[src/rtl/io_read_predication_ab_pkg.sv]
// Shared constants and helpers for the I/O read predication slice.
package io_read_predication_ab_pkg;

  localparam bit TRUE  = 1'b1;
  localparam bit FALSE = 1'b0;

  // Ceiling log2 usable in constant expressions; clog2(1) = 0.
  function automatic int clog2(input int value);
    int result;
    result = 0;
    for (int i = 0; i < 31; i++) begin
      if ((32'sd1 <<< i) < value) begin
        result = i + 1;
      end
    end
    return result;
  endfunction

endpackage

[src/rtl/io_read_predication_ab_if.sv]
// Operand-side I/O read bus: address from stage 1, port flags in, predication out.
interface io_read_predication_ab_if #(
  parameter int ADDR_WIDTH         = 10,
  parameter int IO_READ_PORT_COUNT = 4
);
  logic [ADDR_WIDTH-1:0]         addr_in;
  logic [IO_READ_PORT_COUNT-1:0] IO_read_EF;
  logic                          cancel;
  logic                          IO_ready;
  logic                          IO_read_hit;
  logic [IO_READ_PORT_COUNT-1:0] IO_read_rden;

  modport slave (
    input  addr_in, IO_read_EF, cancel,
    output IO_ready, IO_read_hit, IO_read_rden
  );

  modport master (
    output addr_in, IO_read_EF, cancel,
    input  IO_ready, IO_read_hit, IO_read_rden
  );
endinterface

[src/rtl/io_read_predication_ab_addr_dec.sv]
// Address_Decoder: flags addresses in [ADDR_BASE, ADDR_BASE+ADDR_COUNT),
// optionally registered.
module Address_Decoder #(
  parameter int ADDR_WIDTH = 10,
  parameter int ADDR_BASE  = 0,
  parameter int ADDR_COUNT = 1,
  parameter bit REGISTERED = 1'b0
) (
  input  logic                  clock,
  input  logic                  reset,
  input  logic [ADDR_WIDTH-1:0] addr_i,
  output logic                  hit_o
);
  // One extra bit so BASE+COUNT may reach 2**ADDR_WIDTH without wrapping.
  localparam logic [ADDR_WIDTH:0] LO = (ADDR_WIDTH+1)'(ADDR_BASE);
  localparam logic [ADDR_WIDTH:0] HI = (ADDR_WIDTH+1)'(ADDR_BASE + ADDR_COUNT);

  logic hit_d;

  // Window compare on the zero-extended address.
  always_comb begin
    hit_d = ({1'b0, addr_i} >= LO) && ({1'b0, addr_i} < HI);
  end

  if (REGISTERED) begin : g_reg
    logic hit_q;
    // Pipeline register for the hit flag.
    always_ff @(posedge clock or posedge reset) begin
      if (reset) begin
        hit_q <= 1'b0;
      end else begin
        hit_q <= hit_d;
      end
    end
    assign hit_o = hit_q;
  end else begin : g_comb
    assign hit_o = hit_d;
  end
endmodule

[src/rtl/io_read_predication_ab_ef_mask.sv]
// io_port_ef_mask: per-port saturating down-counter that holds a port
// "empty" for a few cycles after it is read, until its EF catches up.
module io_port_ef_mask
  import io_read_predication_ab_pkg::*;
#(
  parameter int MASK_CYCLES = 2
) (
  input  logic clock,
  input  logic reset,
  input  logic load_i,
  output logic mask_o
);
  localparam int CNT_W = (clog2(MASK_CYCLES + 1) < 1) ? 1 : clog2(MASK_CYCLES + 1);

  logic [CNT_W-1:0] cnt_q;
  logic [CNT_W-1:0] cnt_d;

  // Reload on a read of this port, otherwise count down and stick at zero.
  always_comb begin
    cnt_d = cnt_q;
    if (load_i) begin
      cnt_d = CNT_W'(MASK_CYCLES);
    end else if (cnt_q != '0) begin
      cnt_d = cnt_q - CNT_W'(1);
    end else begin
      cnt_d = cnt_q;
    end
  end

  // Counter state.
  always_ff @(posedge clock or posedge reset) begin
    if (reset) begin
      cnt_q <= '0;
    end else begin
      cnt_q <= cnt_d;
    end
  end

  assign mask_o = (cnt_q != '0);
endmodule

[src/rtl/io_read_predication_ab.sv]
// Stage 1-3 I/O read predication for one A/B operand memory: decodes the
// I/O window, samples the port EF flag, and issues a one-hot read enable.
module io_read_predication_ab
  import io_read_predication_ab_pkg::*;
#(
  parameter int ADDR_WIDTH              = 10,
  parameter int IO_READ_PORT_COUNT      = 4,
  parameter int IO_READ_PORT_BASE_ADDR  = 1020,
  parameter int IO_READ_PORT_ADDR_WIDTH = 2,
  parameter int EF_MASK_CYCLES          = 2
) (
  input  logic                    clock,
  input  logic                    reset,
  io_read_predication_ab_if.slave bus
);
  localparam int IW = IO_READ_PORT_ADDR_WIDTH;
  localparam logic [ADDR_WIDTH-1:0] BASE_A = ADDR_WIDTH'(IO_READ_PORT_BASE_ADDR);

  logic                          hit_s2_q;
  logic [IW-1:0]                 idx_s2_d;
  logic [IW-1:0]                 idx_s2_q;
  logic                          hit_s3_d;
  logic                          hit_s3_q;
  logic [IW-1:0]                 idx_s3_d;
  logic [IW-1:0]                 idx_s3_q;
  logic                          ready_s3_d;
  logic                          ready_s3_q;
  logic [IO_READ_PORT_COUNT-1:0] cnt_mask_s;
  logic [IO_READ_PORT_COUNT-1:0] mask_s;
  logic [IO_READ_PORT_COUNT-1:0] rden_s;

  // Stage-1 window decode, registered into stage 2.
  Address_Decoder #(
    .ADDR_WIDTH (ADDR_WIDTH),
    .ADDR_BASE  (IO_READ_PORT_BASE_ADDR),
    .ADDR_COUNT (IO_READ_PORT_COUNT),
    .REGISTERED (TRUE)
  ) u_addr_dec (
    .clock  (clock),
    .reset  (reset),
    .addr_i (bus.addr_in),
    .hit_o  (hit_s2_q)
  );

  // Port index: full-width subtract (BASE may be unaligned), then truncate.
  always_comb begin
    idx_s2_d = IW'(bus.addr_in - BASE_A);
  end

  // Stage 1 -> 2 index register.
  always_ff @(posedge clock or posedge reset) begin
    if (reset) begin
      idx_s2_q <= '0;
    end else begin
      idx_s2_q <= idx_s2_d;
    end
  end

  // Stage-2 readiness: a port read this very cycle counts as masked too.
  always_comb begin
    hit_s3_d   = hit_s2_q;
    idx_s3_d   = idx_s2_q;
    ready_s3_d = !hit_s2_q || (bus.IO_read_EF[idx_s2_q] && !mask_s[idx_s2_q]);
  end

  // Stage 2 -> 3 register.
  always_ff @(posedge clock or posedge reset) begin
    if (reset) begin
      hit_s3_q   <= 1'b0;
      idx_s3_q   <= '0;
      ready_s3_q <= 1'b1;
    end else begin
      hit_s3_q   <= hit_s3_d;
      idx_s3_q   <= idx_s3_d;
      ready_s3_q <= ready_s3_d;
    end
  end

  // One-hot read enable, annulled by a stage-3 cancel.
  always_comb begin
    rden_s = '0;
    if (hit_s3_q && ready_s3_q && !bus.cancel) begin
      rden_s[idx_s3_q] = 1'b1;
    end else begin
      rden_s = '0;
    end
  end

  if (EF_MASK_CYCLES > 0) begin : g_masking
    for (genvar p = 0; p < IO_READ_PORT_COUNT; p++) begin : g_port
      io_port_ef_mask #(
        .MASK_CYCLES (EF_MASK_CYCLES)
      ) u_mask (
        .clock  (clock),
        .reset  (reset),
        .load_i (rden_s[p]),
        .mask_o (cnt_mask_s[p])
      );
    end
  end else begin : g_no_masking
    assign cnt_mask_s = '0;
  end

  assign mask_s           = cnt_mask_s | rden_s;
  assign bus.IO_ready     = ready_s3_q;
  assign bus.IO_read_hit  = hit_s3_q;
  assign bus.IO_read_rden = rden_s;
endmodule

[src/flat_wrapper.sv]
// flat-port wrapper written by rule: the top's interface ports become plain ports
module io_read_predication_ab_flat import io_read_predication_ab_pkg::*;
#(
  parameter int ADDR_WIDTH              = 10,
  parameter int IO_READ_PORT_COUNT      = 4,
  parameter int IO_READ_PORT_BASE_ADDR  = 1020,
  parameter int IO_READ_PORT_ADDR_WIDTH = 2,
  parameter int EF_MASK_CYCLES          = 2
)
  (clock, reset, bus_addr_in, bus_IO_read_EF, bus_cancel, bus_IO_ready, bus_IO_read_hit, bus_IO_read_rden);
  io_read_predication_ab_if #(.ADDR_WIDTH(ADDR_WIDTH), .IO_READ_PORT_COUNT(IO_READ_PORT_COUNT)) bus_i ();
  input  logic clock;
  input  logic reset;
  input wire logic [$bits(bus_i.addr_in)-1:0] bus_addr_in;
  input wire logic [$bits(bus_i.IO_read_EF)-1:0] bus_IO_read_EF;
  input wire logic [$bits(bus_i.cancel)-1:0] bus_cancel;
  output wire logic [$bits(bus_i.IO_ready)-1:0] bus_IO_ready;
  output wire logic [$bits(bus_i.IO_read_hit)-1:0] bus_IO_read_hit;
  output wire logic [$bits(bus_i.IO_read_rden)-1:0] bus_IO_read_rden;
  assign bus_i.addr_in = bus_addr_in;
  assign bus_i.IO_read_EF = bus_IO_read_EF;
  assign bus_i.cancel = bus_cancel;
  assign bus_IO_ready = bus_i.IO_ready;
  assign bus_IO_read_hit = bus_i.IO_read_hit;
  assign bus_IO_read_rden = bus_i.IO_read_rden;
  io_read_predication_ab #(.ADDR_WIDTH(ADDR_WIDTH), .IO_READ_PORT_COUNT(IO_READ_PORT_COUNT), .IO_READ_PORT_BASE_ADDR(IO_READ_PORT_BASE_ADDR), .IO_READ_PORT_ADDR_WIDTH(IO_READ_PORT_ADDR_WIDTH), .EF_MASK_CYCLES(EF_MASK_CYCLES)) u_core (.clock(clock), .reset(reset), .bus(bus_i));
endmodule
[config.mk]
export PLATFORM = sky130hd
export DESIGN_NAME = io_read_predication_ab_flat
export DESIGN_NICKNAME = d
export VERILOG_FILES = /design/src/rtl/io_read_predication_ab_pkg.sv /design/src/rtl/io_read_predication_ab_if.sv /design/src/rtl/io_read_predication_ab_addr_dec.sv /design/src/rtl/io_read_predication_ab_ef_mask.sv /design/src/rtl/io_read_predication_ab.sv /design/src/flat_wrapper.sv
export SDC_FILE = /design/constraint.sdc
export NUM_CORES = 1
export LEC_CHECK = 0
export CAP_MARGIN = 20
export CORE_ASPECT_RATIO = 1.1
export CORE_MARGIN = 1.5
export CORE_UTILIZATION = 35
export DETAILED_ROUTE_END_ITERATION = 16
export PLACE_DENSITY = 0.62
export RECOVER_POWER = 25
export SYNTH_ARGS = -nofsm -noshare
export SYNTH_HDL_FRONTEND = slang
export SYNTH_SLANG_ARGS = --single-unit
[constraint.sdc]
create_clock -name clock -period 2.1 [get_ports clock]
set_input_delay 0.42 -clock clock [delete_from_list [all_inputs] [get_ports clock]]
set_output_delay 0.42 -clock clock [all_outputs]
set_load 0.005 [all_outputs]
# ---- Yosys cells after proc, flatten, opt, wreduce, memory -nomap -nowiden
# Cells that the tools add are included.
dict set report classes {
  n_addsub 5
  mul 0
  div_mod_pow 0
  n_lt_le_gt_ge 4
  n_eq_ne 0
  n_shift 0
  n_mux 15
  n_bitwise 1
  n_reduce_logical 16
}
# op count
set ops {}
lappend ops {{$mux 2} 8}
lappend ops {{$reduce_bool 2->1} 8}
lappend ops {{$ge 10x10->1 const B} 1}
lappend ops {{$sub 2x1->2 const B} 5}
lappend ops {{$lt 2x3->1 const B} 2}
lappend ops {{$bmux 1 s2} 2}
lappend ops {{$logic_and 1x1->1} 4}
lappend ops {{$mux 4} 1}
lappend ops {{$or 4x4->4} 1}
lappend ops {{$logic_not 1->1} 3}
lappend ops {{$mux 1} 3}
lappend ops {{$demux 1 s2} 1}
lappend ops {{$ge 2x1->1 const B} 1}
lappend ops {{$logic_or 1x1->1} 1}
dict set report totals {
  ff_bits 15
  latch_bits 0
  mem_bits_rw 0
  romBits 0
  output_inout_bits 6
  elab_cells 50
  memories 0
}

# ---- Longest topological paths before layout
# Gate-level depths: netlist of the first run.
dict set report depth {
  depth_word 11
  ltp_mapped 5
  depth_no_buf 5
}

# ---- By module
# From an unflattened synthesis of the first run, not the netlist that was laid out.
dict set report unflattened {
  hier_cells 77
  area_unflattened_um2 783.3
}
# mod n_inst cells_each area_each_um2 seq_area_each_um2
set modules_own_cells {}
lappend modules_own_cells {io_port_ef_mask 4 12 111.4 50.0}
lappend modules_own_cells {io_read_predication_ab 1 24 292.8 151.4}
lappend modules_own_cells {Address_Decoder 1 5 45.0 25.0}

# ---- Worst setup path before layout of the first run
# Ideal clock, no wire load.
dict set report synth_timing {
  path_kind {register to output}
  start {reg u_core.ready_s3_q (netlist: u_core.bus.IO_ready)}
  end {out bus_IO_read_rden[0]}
  arrival_ns 1.000
  t_required_ns 1.680
  path_slack_ns 0.680
  stages_incl_launch_ff 4
  path_cell_list {dfstp_2 nand4bb_1 nor2_1 buf_4}
}
dict set report synth_between {
  elab_chain_len 3
}
# item line_no
set synth_rtl {}
lappend synth_rtl {{start, declared} io_read_predication_ab.sv:27} ;# logic ready_s3_q;
lappend synth_rtl {{start signal, assigned} io_read_predication_ab.sv:75} ;# ready_s3_q <= ready_s3_d;
lappend synth_rtl {{$logic_and 1x1->1 (2 in series)} io_read_predication_ab.sv:82} ;# if (hit_s3_q && ready_s3_q && !bus.cancel) begin
lappend synth_rtl {{$mux 4} io_read_predication_ab.sv:82}
lappend synth_rtl {{end, declared} flat_wrapper.sv:19} ;# output wire logic [$bits(bus_i.IO_read_rden)-1:0] bus_IO_read_rden;
# No other way between the ends.

# ---- Worst setup path after layout of the first run
dict set report layout_timing {
  start {in bus_cancel}
  end {out bus_IO_read_rden[1]}
}
dict set report layout_between {
  elab_chain_len 3
}
# item line_no
set layout_rtl {}
lappend layout_rtl {{start, declared} flat_wrapper.sv:16} ;# input wire logic [$bits(bus_i.cancel)-1:0] bus_cancel;
lappend layout_rtl {{$logic_not 1->1} io_read_predication_ab.sv:82}
lappend layout_rtl {{$logic_and 1x1->1} io_read_predication_ab.sv:82}
lappend layout_rtl {{$mux 4} io_read_predication_ab.sv:82}
# No other way between the ends.

==> results of run 1 <==
## layout by cell type, fill, tap and decap left out, types with 3 or more instances in the layout
master,n
ha_1,4
buf_4,8
xor2_1,4
inv_1,10
dlygate4sd3_1,4
clkdlybuf4s50_1,14
dlygate4sd2_1,4
clkbuf_4,3
dfrtp_1,14
nor2_1,6
nand2_1,3
nor2_2,3
## kinds of logic (layout without fill, tap and decap cells)
family          Yosys count  count (layout)  share of synthesized area, %
mux                       2               2                          3.03
xor+xnor                  4               4                          4.71
flops                    15              15                          50.7
simple gates             20              20                          14.6
compound gates            9               9                          9.09
fa+ha+maj                 4               4                          6.73
buf+inv                  16              45                          11.1
## worst max-delay path, cell delays in order
cell             delay [ns]
clkdlybuf4s50_1        0.42
nand4b_1               0.22
buf_4                  0.18
nor2_2                 0.12
dlygate4sd2_1          0.24
## synth_stat cells (2+ instances only)
cell type,count
and3b_1,2
o221ai_1,2
nand2_1,3
o2111ai_1,2
nand4_1,2
ha_1,4
dfrtp_1,14
nor2_1,9
inv_1,10
mux2_2,2
buf_4,4
xor2_1,4
## routing by layer
layer	wire length (um)	share of wire, %
met5	0	0
met4	48	3.4
met3	64	4.6
met2	734	52
met1	553	39
## sequential cells by signal, indices dropped and copies added, names as in the netlist
register                              flops
u_core.idx_s3_q                           2
u_core.bus.IO_read_hit                    1
u_core.bus.IO_ready                       1
u_core.g_masking.g_port.u_mask.cnt_q      8
u_core.u_addr_dec.hit_o                   1
u_core.idx_s2_q                           2
## cell type report
class	instances	area share (%)
Sequential cell	15	35.5
Multi-Input combinational cell	39	29.0
Timing Repair Buffer	30	25.9
Inverter	11	3.89
Tap cell	28	3.30
Clock buffer	4	2.47
## what timing repair did
action | 4_1_cts | 5_1_grt
buffers inserted | 4 | 0
hold buffers | 0 | 0
setup endpoints to repair | 4 | 1
pin swaps | 5 | 0
resized for setup | 7 | 1
## stage by stage
step	TNS, ns	setup WS (ns)	hold slack [ns]	total power, W	utilization, %
floorplan	0	0.680	0.321	0.000723	-
global placement	-0.503	-0.141	0.423	0.000796	49.4
detailed placement	-0.499	-0.146	0.431	0.000820	49.4
CTS	0	0.0626	0.455	0.000991	53.0
global route	0	0.0160	0.460	0.00107	53.1
finish	0	0.0856	0.454	0.000971	53.1
## worst max path at each step
| stage | start | endpoint | slack (ns) | cells after the start |
|---|---|---|---|---|
| after CTS | bus_cancel | bus_IO_read_rden[1] | 0.06 | 5 |
| after global routing | bus_cancel | bus_IO_read_rden[1] | 0.02 | 5 |
| after global placement | bus_cancel | bus_IO_read_rden[0] | -0.14 | 4 |
| after detailed placement | bus_cancel | bus_IO_read_rden[0] | -0.15 | 4 |
| after floorplan | u_core.bus.IO_ready$_DFF_PP1_ | bus_IO_read_rden[0] | 0.68 | 3 |
| final | bus_cancel | bus_IO_read_rden[1] | 0.09 | 5 |
## where the power goes
part	total, W	switching (W)	internal [W]
logic	0.000381	0.000179	0.000202
clock network	0.000164	0.0000904	0.0000737
registers	0.000427	0.0000451	0.000381
total	0.000971	0.000314	0.000657
==> impl_metrics.ini, run 1 <==
[synth]
synth_top_area_share_pct = 47.1
async_flop_share_pct = 100
synth_nets = 91
ys_seq_elements = 15
yosysWarnings = 0
syn-cell-area_um2 = 743
synth_top_area_cell = dfrtp_1
ys_top_cells_by_area = dfrtp_1, ha_1, inv_1
yosysSeqAreaShare_pct = 50.7
ys.flop_type = dfrtp_1
synth.distinct_cells = 24
synth_area_per_cell_um2 = 10.6
synth_edf_count = 0
syn_inst = 70

[sta]
final-hold-violation-count = 0
fmax_mhz = 496
slew_violations = 0
rsz0062_at_grt = no
tightest_slew_ns = 0.541
finalSetupViolCount = 0
fin_skew_ns = 0.00310
fin_crit_ns = 2.01
finalCritPeriodShare_pct = 95.9
max_slew_margin_pct = 63.9

[clock_tree]
cts_tree = built
cts.root.buffer_cell = clkbuf_4
path_clk_slew_ns = 0.09
cts_buffers = 3
htreeDepth = 1
clk_latency_ns = 0.28
clock_path_buffers = 2
cts_sinks = 15

[drt]
route.detailed.drc = 0
drt_iter0_drc = 3
ant_nets = 0
first_pass_iters = 2
routed-via-count = 601
routedWlPerCell_um = 11.0
drt-total-wl_um = 1400
avgViaCountPerCell = 4.73

[placed_design]
hpwl_um = 1040
place.gp.congestion = 0.711
port-buffer-count = 22
dp.cells = 119
placed_area_um2 = 987

[min_path]
min_from = u_core.u_addr_dec.hit_o$_DFF_PP0_
timing.hold.worst_path_depth = 0
hp-class = reg2reg
hold_path_end = u_core.bus.IO_read_hit$_DFF_PP0_

[worst_setup_path]
crit_type = in2out
cp.required_ns = 1.68
r2r_slack_ns = 0.61
path_max_fanout = 3
r2r_end = u_core.bus.IO_ready$_DFF_PP1_
timing.rr.start = u_core.bus.IO_ready$_DFF_PP1_
endpoint_kind = output port
critPathLaunchType = input port
worstPathArrival_ns = 1.59
reg2reg_depth = 6

[flow_run]
maxCapViolCount = 0

[global_route]
met2_usage_pct = 25.6
grt_max_degree = 16
antenna_found_initial = 0
grtUsageMet3_pct = 2.12
grt.total_usage_pct = 14.8
use_met1_pct = 15.9
grt_pass1_wl_um = 2500
top_usage_layer = met2
grt_pass1_vias = 641
grt-ovfl-total = 0

[finish]
nets = 121
drive_gt1_share_pct = 19.2
ff_latch_area_um2 = 377
multiInputGateArea_um2 = 308
area_growth_pct = 42.9
final_area_um2 = 1060
fillers = 211
final_cell_count_no_fill = 127
diodes = 0

[die]
dieArea_um2 = 2410
die-height_um = 51.3
io_pins = 23
rows = 17
dieWidth_um = 46.9
core_area_um2 = 2000
start_util_pct = 37.2

[power]
ir_drop_uv = 491
p_per_area_nw_per_um2 = 914
leakage_nw = 0.492

[status]
outcome = finished, final reports clean
(Power assumes the default switching activity.)
==> inputs of run 2 (changes only) <==
--- a/config.mk
+++ b/config.mk
@@ -9,6 +9,7 @@
 export CORE_ASPECT_RATIO = 1.1
 export CORE_MARGIN = 1.5
 export CORE_UTILIZATION = 35
+export CTS_CLUSTER_DIAMETER = 150
 export DETAILED_ROUTE_END_ITERATION = 16
 export PLACE_DENSITY = 0.62
 export RECOVER_POWER = 25
==> results of run 2 <==
The final DEF is identical to that of run 1; final timing and power are the same.
